**config.mk**
```make
export PLATFORM = sky130hd
export DESIGN_NAME = fifo_write_arbiter_flat
export DESIGN_NICKNAME = d
export VERILOG_FILES = /design/src/rtl/fifo_write_arbiter_if.sv /design/src/rtl/fifo_write_arbiter.sv /design/src/flat_wrapper.sv
export SDC_FILE = /design/constraint.sdc
export NUM_CORES = 1
export LEC_CHECK = 0
export CELL_PAD_IN_SITES_DETAIL_PLACEMENT = 0
export CELL_PAD_IN_SITES_GLOBAL_PLACEMENT = 1
export CORE_UTILIZATION = 45
export DETAILED_ROUTE_END_ITERATION = 10
export DONT_BUFFER_PORTS = 1
export GPL_ROUTABILITY_DRIVEN = 0
export PLACE_DENSITY_LB_ADDON = 0.1
export RECOVER_POWER = 100
export SETUP_SLACK_MARGIN = 0.5
export SLEW_MARGIN = 5
export SYNTH_ARGS = -nofsm -noshare
export SYNTH_HDL_FRONTEND = slang
export SYNTH_SLANG_ARGS = --single-unit
```
**constraint.sdc**
```tcl
create_clock -name clk -period 4.5 [get_ports clk]
set_input_delay 1.125 -clock clk [delete_from_list [all_inputs] [get_ports clk]]
set_output_delay 1.125 -clock clk [all_outputs]
set_load 0.02 [all_outputs]
```
**src/rtl/fifo_write_arbiter_if.sv**
```systemverilog
// Producer-side bus of the FIFO write arbiter.
// The master modport belongs to the producers and the FIFO-full source.
// The slave modport belongs to the arbiter.
interface fifo_write_arbiter_if #(
   parameter int NUM_REQ = 4,
   parameter int width   = 4
) ();
   localparam int OW = $clog2(NUM_REQ);

   logic [NUM_REQ-1:0]       req;
   logic [NUM_REQ*width-1:0] req_data;
   logic                     full;
   logic [NUM_REQ-1:0]       grant;
   logic                     write;
   logic [width-1:0]         wdata;
   logic [OW-1:0]            owner;
   logic                     busy;
   logic [3:0]               beat_cnt;

   modport master (
      output req, req_data, full,
      input  grant, write, wdata, owner, busy, beat_cnt
   );

   modport slave (
      input  req, req_data, full,
      output grant, write, wdata, owner, busy, beat_cnt
   );
endinterface

```
**src/rtl/fifo_write_arbiter.sv**
```systemverilog
// Round-robin arbiter for the single FIFO write port.
// One producer owns the port for up to max_burst accepted writes.
// Ownership then rotates, and the owner stalls while the FIFO is full.
// grant, owner, busy and beat_cnt are registered.
// write and wdata are decoded combinationally from the registered owner,
// so a change on full takes effect in the same cycle.
module fifo_write_arbiter #(
   parameter int NUM_REQ   = 4,
   parameter int width     = 4,
   parameter int max_burst = 4
) (
   input  logic                 clk,
   input  logic                 reset,
   fifo_write_arbiter_if.slave  bus
);
   localparam int          OW = $clog2(NUM_REQ);
   localparam logic [4:0]  MB = 5'(max_burst);

   typedef enum logic [0:0] {IDLE = 1'b0, OWN = 1'b1} state_t;

   state_t               state;
   logic [NUM_REQ-1:0]   grant;
   logic [OW-1:0]        owner;
   logic [OW-1:0]        last_owner;
   logic                 busy;
   logic [3:0]           beat_cnt;

   logic                 write;
   logic [width-1:0]     sel_data;
   logic [width-1:0]     wdata;
   logic [OW:0]          pick_all;
   logic [OW:0]          pick_ex;
   logic                 last_beat;

   // First requester after 'last' in circular order, returned as {found, index}.
   function automatic logic [OW:0] rr_pick(input logic [NUM_REQ-1:0] r,
                                           input logic [OW-1:0] last);
      logic          found;
      logic [OW-1:0] sel;
      logic [OW-1:0] idx;
      found = 1'b0;
      sel   = {OW{1'b0}};
      for (int k = 1; k <= NUM_REQ; k++) begin
         idx = OW'((int'(last) + k) % NUM_REQ);
         if (!found && r[idx]) begin
            found = 1'b1;
            sel   = idx;
         end
      end
      return {found, sel};
   endfunction

   // Convert an index into a one-hot grant vector.
   function automatic logic [NUM_REQ-1:0] to_onehot(input logic [OW-1:0] idx);
      logic [NUM_REQ-1:0] v;
      v      = {NUM_REQ{1'b0}};
      v[idx] = 1'b1;
      return v;
   endfunction

   // Search over all requesters (idle or owner release).
   assign pick_all  = rr_pick(bus.req, last_owner);
   // Search that skips the owner (burst expiry).
   assign pick_ex   = rr_pick(bus.req & ~to_onehot(owner), last_owner);
   assign last_beat = (({1'b0, beat_cnt} + 5'd1) >= MB);

   // Select the owner's data word and decode the write strobe.
   always_comb begin
      sel_data = {width{1'b0}};
      for (int i = 0; i < NUM_REQ; i++) begin
         sel_data = (owner == OW'(i)) ? bus.req_data[i*width +: width] : sel_data;
      end
      write = busy & bus.req[owner] & ~bus.full;
      wdata = write ? sel_data : {width{1'b0}};
   end

   // Ownership FSM: grant on request, count beats, rotate on expiry or release.
   always_ff @(posedge clk or negedge reset) begin
      if (!reset) begin
         state      <= IDLE;
         grant      <= {NUM_REQ{1'b0}};
         owner      <= {OW{1'b0}};
         last_owner <= OW'(NUM_REQ - 1);
         busy       <= 1'b0;
         beat_cnt   <= 4'd0;
      end else begin
         case (state)
            IDLE: begin
               beat_cnt <= 4'd0;
               if (pick_all[OW]) begin
                  state      <= OWN;
                  grant      <= to_onehot(pick_all[OW-1:0]);
                  owner      <= pick_all[OW-1:0];
                  last_owner <= pick_all[OW-1:0];
                  busy       <= 1'b1;
               end else begin
                  state <= IDLE;
                  grant <= {NUM_REQ{1'b0}};
                  busy  <= 1'b0;
               end
            end
            OWN: begin
               if (!bus.req[owner]) begin
                  // Owner released the port: hand it to the next requester.
                  beat_cnt <= 4'd0;
                  if (pick_all[OW]) begin
                     grant      <= to_onehot(pick_all[OW-1:0]);
                     owner      <= pick_all[OW-1:0];
                     last_owner <= pick_all[OW-1:0];
                  end else begin
                     state <= IDLE;
                     grant <= {NUM_REQ{1'b0}};
                     busy  <= 1'b0;
                  end
               end else if (write) begin
                  if (!last_beat) begin
                     beat_cnt <= beat_cnt + 4'd1;
                  end else begin
                     // Burst expired: prefer any other requester.
                     // Otherwise the owner keeps the port with a fresh count.
                     beat_cnt <= 4'd0;
                     if (pick_ex[OW]) begin
                        grant      <= to_onehot(pick_ex[OW-1:0]);
                        owner      <= pick_ex[OW-1:0];
                        last_owner <= pick_ex[OW-1:0];
                     end else begin
                        grant <= to_onehot(owner);
                     end
                  end
               end else begin
                  // FIFO full: hold ownership and count.
                  beat_cnt <= beat_cnt;
               end
            end
            default: begin
               state    <= IDLE;
               grant    <= {NUM_REQ{1'b0}};
               busy     <= 1'b0;
               beat_cnt <= 4'd0;
            end
         endcase
      end
   end

   assign bus.grant    = grant;
   assign bus.owner    = owner;
   assign bus.busy     = busy;
   assign bus.beat_cnt = beat_cnt;
   assign bus.write    = write;
   assign bus.wdata    = wdata;
endmodule
```
**src/flat_wrapper.sv**
```systemverilog
// flat-port wrapper written by rule: the top's interface ports become plain ports
module fifo_write_arbiter_flat 
#(
   parameter int NUM_REQ   = 4,
   parameter int width     = 4,
   parameter int max_burst = 4
)
  (clk, reset, bus_req, bus_req_data, bus_full, bus_grant, bus_write, bus_wdata, bus_owner, bus_busy, bus_beat_cnt);
  fifo_write_arbiter_if #(.NUM_REQ(NUM_REQ), .width(width)) bus_i ();
  input  logic clk;
  input  logic reset;
  input wire logic [$bits(bus_i.req)-1:0] bus_req;
  input wire logic [$bits(bus_i.req_data)-1:0] bus_req_data;
  input wire logic [$bits(bus_i.full)-1:0] bus_full;
  output wire logic [$bits(bus_i.grant)-1:0] bus_grant;
  output wire logic [$bits(bus_i.write)-1:0] bus_write;
  output wire logic [$bits(bus_i.wdata)-1:0] bus_wdata;
  output wire logic [$bits(bus_i.owner)-1:0] bus_owner;
  output wire logic [$bits(bus_i.busy)-1:0] bus_busy;
  output wire logic [$bits(bus_i.beat_cnt)-1:0] bus_beat_cnt;
  assign bus_i.req = bus_req;
  assign bus_i.req_data = bus_req_data;
  assign bus_i.full = bus_full;
  assign bus_grant = bus_i.grant;
  assign bus_write = bus_i.write;
  assign bus_wdata = bus_i.wdata;
  assign bus_owner = bus_i.owner;
  assign bus_busy = bus_i.busy;
  assign bus_beat_cnt = bus_i.beat_cnt;
  fifo_write_arbiter #(.NUM_REQ(NUM_REQ), .width(width), .max_burst(max_burst)) u_core (.clk(clk), .reset(reset), .bus(bus_i));
endmodule
```
==> Word level (Yosys, flattened, before mapping) <==
Cells that the tools add are included.
{ "word_totals": {"register_bits": 14, "wordCells": 126} }
{ "op_classes": {"add_sub_neg": 6, "magnitude_cmp": 11, "eq_ne": 8, "n_mux": 70, "bitwise": 6, "n_reduce_logical": 19} }
{ "ops": {"columns": ["cell", "count"], "rows": [
  ["two-way mux 4 bit", 13],
  ["two-way mux 2 bit", 15],
  ["two-way mux 1 bit", 24],
  ["less-than comparator 2 x 3 -> 1 bit, second input constant", 7],
  ["binary-select mux 1 bit (select 2 bit)", 9],
  ["one-hot mux 4 bit (2 select lines)", 2],
  ["logical AND 1 bit", 9],
  ["inequality test 3 bit, second input constant", 3],
  ["one-hot mux 2 bit (2 select lines)", 2],
  ["demux 1 bit (select 2 bit)", 3],
  [">= comparator 2 x 1 -> 1 bit, second input constant", 3],
  ["logical NOT 1 bit", 6],
  ["adder 4 x 1 -> 5 bit, second input constant", 1],
  [">= comparator 5 x 3 -> 1 bit, second input constant", 1],
  ["adder 2 x 1 -> 2 bit, second input constant", 2],
  ["adder 2 bit, second input constant", 2],
  ["adder 4 x 1 -> 4 bit, second input constant", 1],
  ["bitwise AND 4 bit", 1],
  ["== test 2 bit, second input constant", 2],
  ["inequality test 2 bit, second input constant", 2],
  ["inverter 4 bit", 1],
  ["one-hot mux 1 bit (2 select lines)", 2],
  ["AND reduction 2 bit", 2],
  ["AND reduction 3 bit", 1],
  ["other kinds (4)", 6]
]} }

==> Depth between registers and ports, before layout <==
{ "logic_depth": {"ltp_word": 27, "ltp_mapped": 8} }

==> Least setup slack after synthesis <==
Ideal clock, no wire load.
{ "synth_timing": {"path_type": "input port to output port", "start": "input bus_req[3]", "end": "output bus_wdata[0]", "t_arrival_ps": 1881, "required_ps": 3375, "path_slack_ps": 1494, "stages": 2, "path_buffers": 0, "path_cell_list": "mux4_2 and3_1"} }
{ "synth_between": {"elab_chain_cells": 5} }
{ "synth_lines": {"columns": ["item", "line", "text"], "rows": [
  ["from (decl)", "flat_wrapper.sv:12", "input wire logic [$bits(bus_i.req)-1:0] bus_req;"],
  ["binary-select mux 1 bit (select 2 bit)", "fifo_write_arbiter.sv:73", "write = busy & bus.req[owner] & ~bus.full;"],
  ["two-way mux 1 bit (implied by the code)", "fifo_write_arbiter.sv:73", null],
  ["bitwise AND 1 bit (2 in series)", "fifo_write_arbiter.sv:73", null],
  ["two-way mux 4 bit", "fifo_write_arbiter.sv:74", "wdata = write ? sel_data : {width{1'b0}};"],
  ["to (decl)", "flat_wrapper.sv:17", "output wire logic [$bits(bus_i.wdata)-1:0] bus_wdata;"]
]} }
No other way between the ends. The select of a mux whose other input is x is not followed.

==> Worst setup path in the final report <==
{ "layout_timing": {"start": "register u_core.owner[1], in the netlist u_core.bus.owner[1]", "end": "output bus_wdata[1]"} }
{ "layout_between": {"elab_chain_cells": 6, "elab_cells_between_ends": 13} }
{ "layout_lines": {"columns": ["item", "line", "text"], "rows": [
  ["from (decl)", "fifo_write_arbiter.sv:23", "logic [OW-1:0] owner;"],
  ["from (signal assigned)", "fifo_write_arbiter.sv:82", "owner <= {OW{1'b0}};"],
  ["from (signal assigned)", "fifo_write_arbiter.sv:93", "owner <= pick_all[OW-1:0];"],
  ["from (signal assigned)", "fifo_write_arbiter.sv:108", "owner <= pick_all[OW-1:0];"],
  ["logical NOT 2 bit", "fifo_write_arbiter.sv:71", "sel_data = (owner == OW'(i)) ? bus.req_data[i*width +: width] : sel_data;"],
  ["two-way mux 4 bit (4 in series)", "fifo_write_arbiter.sv:71", null],
  ["two-way mux 4 bit (*)", "fifo_write_arbiter.sv:74", null]
]} }
Every way passes the cells marked *; elsewhere a longest branch is shown, timed or not. The select of a mux whose other input is x is not followed.

==> impl_metrics.py <==
metrics = {
    "synth": {
        "syn_area_mm2": 0.00131,
        "ys_seq_area_frac": 0.270,
        "netlist_instances": 146,
        "async_flop_share": 1.00,
        "ys.flop_type": "dfrtp_1",
        "ys_ff_latch": 14,
        "synth_edf_count": 0,
        "yosys_warnings": 0,
        "syn-num-nets": 171,
        "avgSynthCellArea_um2": 8.95,
        "ys_types": 54,
    },
    "clock_tree": {
        "post-cts-setup-buffers": 0,
        "root_buffer": "clkbuf_4",
        "worstSkewPairLatency_ns": 0.28,
        "cts_buffer_depth": 2,
        "h-tree-depth": 1,
        "cts_tree": "built",
        "cts_resized": 0,
        "cts_buffers": 3,
        "clkTransAtPathRegs_ns": 0.09,
        "cts_hold_buf": 0,
        "cts_sinks": 14,
    },
    "timing": {
        "relSlewSlack": 0.453,
        "hold_violations": 0,
        "rsz0062_at_grt": "no",
        "setup_viol": 0,
        "min_period_ns": 3.47,
        "max_clock_freq_mhz": 288,
        "fin_crit_sh": 0.771,
        "skew_ns": 0.00836,
        "finalWorstSetupSlack_ns": 1.03,
        "worst_pin_slew_ns": 0.821,
        "tns_ns": 0,
        "report.final.slew_viol_count": 0,
    },
    "floorplanning": {
        "die_h_um": 55.9,
        "coreArea_mm2": 0.00276,
        "core.rowCount": 19,
        "num_io_pins": 39,
        "start_util": 0.474,
        "dieArea_mm2": 0.00312,
        "die_w_um": 55.9,
    },
    "job": {
        "maxCapViolations": 0,
    },
    "cells_and_area": {
        "final_util": 0.472,
        "num-nets-final": 165,
        "drive_gt1_frac": 0.144,
        "area_growth_syn_to_layout_pct": -0.383,
        "n_antenna_cell": 0,
        "design_area_mm2": 0.00130,
    },
    "setup_path": {
        "r2r_end": "u_core.bus.grant[1]$_DFFE_PN0P_",
        "rr_worst_depth": 6,
        "reg2reg_slack_ns": 1.60,
        "critPathLaunchType": "register",
        "cp_max_fo": 11,
        "end_kind": "output pin",
        "crit_required_ns": 3.38,
        "rr_startpoint": "u_core.bus.owner[1]$_DFFE_PN0P_",
        "arrival_ns": 2.34,
        "path_class": "reg2out",
    },
    "drt": {
        "drc": 0,
        "wl_per_cell_um": 17.6,
        "dr_total_vias": 1161,
        "ant_nets": 0,
        "first_iter_violations": 46,
        "via_per_inst": 6.83,
        "drt_wl_total_mm": 2.99,
        "dr.pass1.iters": 6,
    },
    "place": {
        "io_buffer_count": 0,
        "pre_cts_ws_ns": 1.44,
        "dp_hpwl_mm": 2.20,
        "dpl_cell_area_mm2": 0.00128,
    },
    "hold_path": {
        "worstHoldPathCells": 1,
        "min_to": "u_core.bus.busy$_DFFE_PN0P_",
        "hold_start": "u_core.state$_DFF_PN0_",
        "hold_path_class": "reg2reg",
    },
    "power_and_ir_drop": {
        "clkPwrFrac": 0.101,
        "cell_internal_pwr_w": 0.000450,
        "p_sw_frac": 0.500,
        "ir_drop_v": 0.000358,
        "leakagePower_nw": 0.566,
        "powerDensity_mw_per_mm2": 693,
        "p_switching_w": 0.000451,
        "p_seq_frac": 0.352,
        "power_frac_comb": 0.547,
    },
    "global_routing": {
        "track_usage": 0.195,
        "overflow": 0,
        "grt_max_degree": 18,
        "antenna_found_initial": 0,
        "grt_pass1_vias": 1030,
        "grt_pass1_wl_mm": 4.75,
    },
    "status": {
        "status": "finished, final reports clean",
    },
}
[worst max-delay path, cell delays in order, from the launching register on]
cell and delay, ns:
dfrtp_1 0.58, clkbuf_1 0.55, mux4_2 0.67, and3_1 0.27
[sequential cells by signal (all words and copies together) (netlist names)]
name	count
u_core.bus.busy	1
u_core.state	1
u_core.bus.grant	4
u_core.bus.owner	2
u_core.bus.beat_cnt	4
u_core.last_owner	2
[placed cells by master, fill, tap and decap left out, types with 2 or more instances in the layout]
master	instances
mux4_2	5
nand2b_1	3
o211a_1	2
clkbuf_4	3
inv_1	7
dfstp_2	2
and3_1	6
dfrtp_1	12
nand3_1	6
a31oi_1	3
o22ai_1	2
o21ai_1	2
a21oi_1	8
mux2i_1	7
o21a_1	2
a21o_1	2
nor2_1	14
nand2_1	10
o211ai_1	2
o21ai_0	3
nand4_1	2
nor3_1	2
ha_1	2
a22oi_1	3
[logic make-up (layout without fill, tap and decap cells)]
| kind of cell | count (synthesis) | after routing | synth area share |
|---|---|---|---|
| AND/OR/NAND/NOR | 52 | 52 | 0.214 |
| buffers and inverters | 19 | 12 | 0.0785 |
| multiplexers | 13 | 13 | 0.148 |
| flip-flops | 14 | 14 | 0.270 |
| adder cells (fa/ha/maj) | 2 | 2 | 0.0192 |
| AO/OA/AOI/OAI | 45 | 45 | 0.258 |
| XOR/XNOR | 1 | 1 | 0.0125 |
[synthesized netlist by cell type, types with 2 or more instances]
master | number | share of area
a21o_1 | 2 | 0.011
a21oi_1 | 8 | 0.031
a22oi_1 | 3 | 0.017
a31oi_1 | 3 | 0.014
and2_1 | 2 | 0.0096
and3_1 | 6 | 0.029
buf_2 | 7 | 0.027
buf_4 | 2 | 0.011
buf_6 | 2 | 0.017
dfrtp_1 | 12 | 0.23
dfstp_2 | 2 | 0.040
ha_1 | 2 | 0.019
inv_1 | 7 | 0.020
mux2i_1 | 7 | 0.054
mux4_2 | 5 | 0.086
nand2_1 | 9 | 0.026
nand2b_1 | 3 | 0.014
nand3_1 | 6 | 0.023
nand4_1 | 2 | 0.0096
nor2_1 | 14 | 0.040
nor3_1 | 2 | 0.0077
o211a_1 | 2 | 0.015
o211ai_1 | 2 | 0.011
o21a_1 | 2 | 0.011
o21ai_0 | 2 | 0.0077
o21ai_1 | 3 | 0.011
o22ai_1 | 2 | 0.0096
[power groups by stage]
stage | combinational [W] | sequential, W | clock, W
2_1_floorplan | 0.000507 | 0.000247 | 0
3_3_place_gp | 0.000498 | 0.000319 | 0
3_5_place_dp | 0.000499 | 0.000318 | 0
4_1_cts | 0.000502 | 0.000316 | 0.0000945
5_1_grt | 0.000540 | 0.000329 | 0.0000993
6_report | 0.000494 | 0.000317 | 0.0000909
[final cells by class]
cell class	instances	area (um^2)
fillers	272	1460
multi-input cells	113	843
flip-flops and latches	14	353
well taps	31	38.8
clock buffers	4	36.3
inverters	7	26.3
repair buffers	1	3.75
[layer usage]
layer / vias up / track usage / part of all wire
met3: 9 / 0.0535 / 0.095
met5: - / 0 / 0
met2: 68 / 0.306 / 0.47
li1: 540 / - / -
met4: 0 / 0.0836 / 0.027
met1: 544 / 0.254 / 0.40
[metrics by stage]
stage          hold WS, ns  power (W)  instances
4_1_cts              0.490   0.000913        170
5_1_grt              0.500   0.000968        170
3_5_place_dp         0.478   0.000817        166
6_report             0.489   0.000901        170
2_1_floorplan        0.443   0.000754        146
3_3_place_gp         0.455   0.000817        166
[worst max-delay path by stage]
| stage | end | from | cells past startpoint | slack (ns) |
|---|---|---|---|---|
| 6_report | bus_wdata[1] | u_core.bus.owner[1]$_DFFE_PN0P_ | 3 | 1.03 |
| 5_1_grt | bus_write | u_core.bus.owner[1]$_DFFE_PN0P_ | 4 | 0.93 |
| 4_1_cts | bus_wdata[1] | u_core.bus.owner[0]$_DFFE_PN0P_ | 2 | 1.32 |
| 3_5_place_dp | bus_wdata[1] | bus_req[3] | 2 | 1.44 |
| 3_3_place_gp | bus_wdata[2] | bus_req[3] | 2 | 1.46 |
| 2_1_floorplan | bus_wdata[0] | bus_req[3] | 2 | 1.49 |
Power figures use the tool's default switching activity.
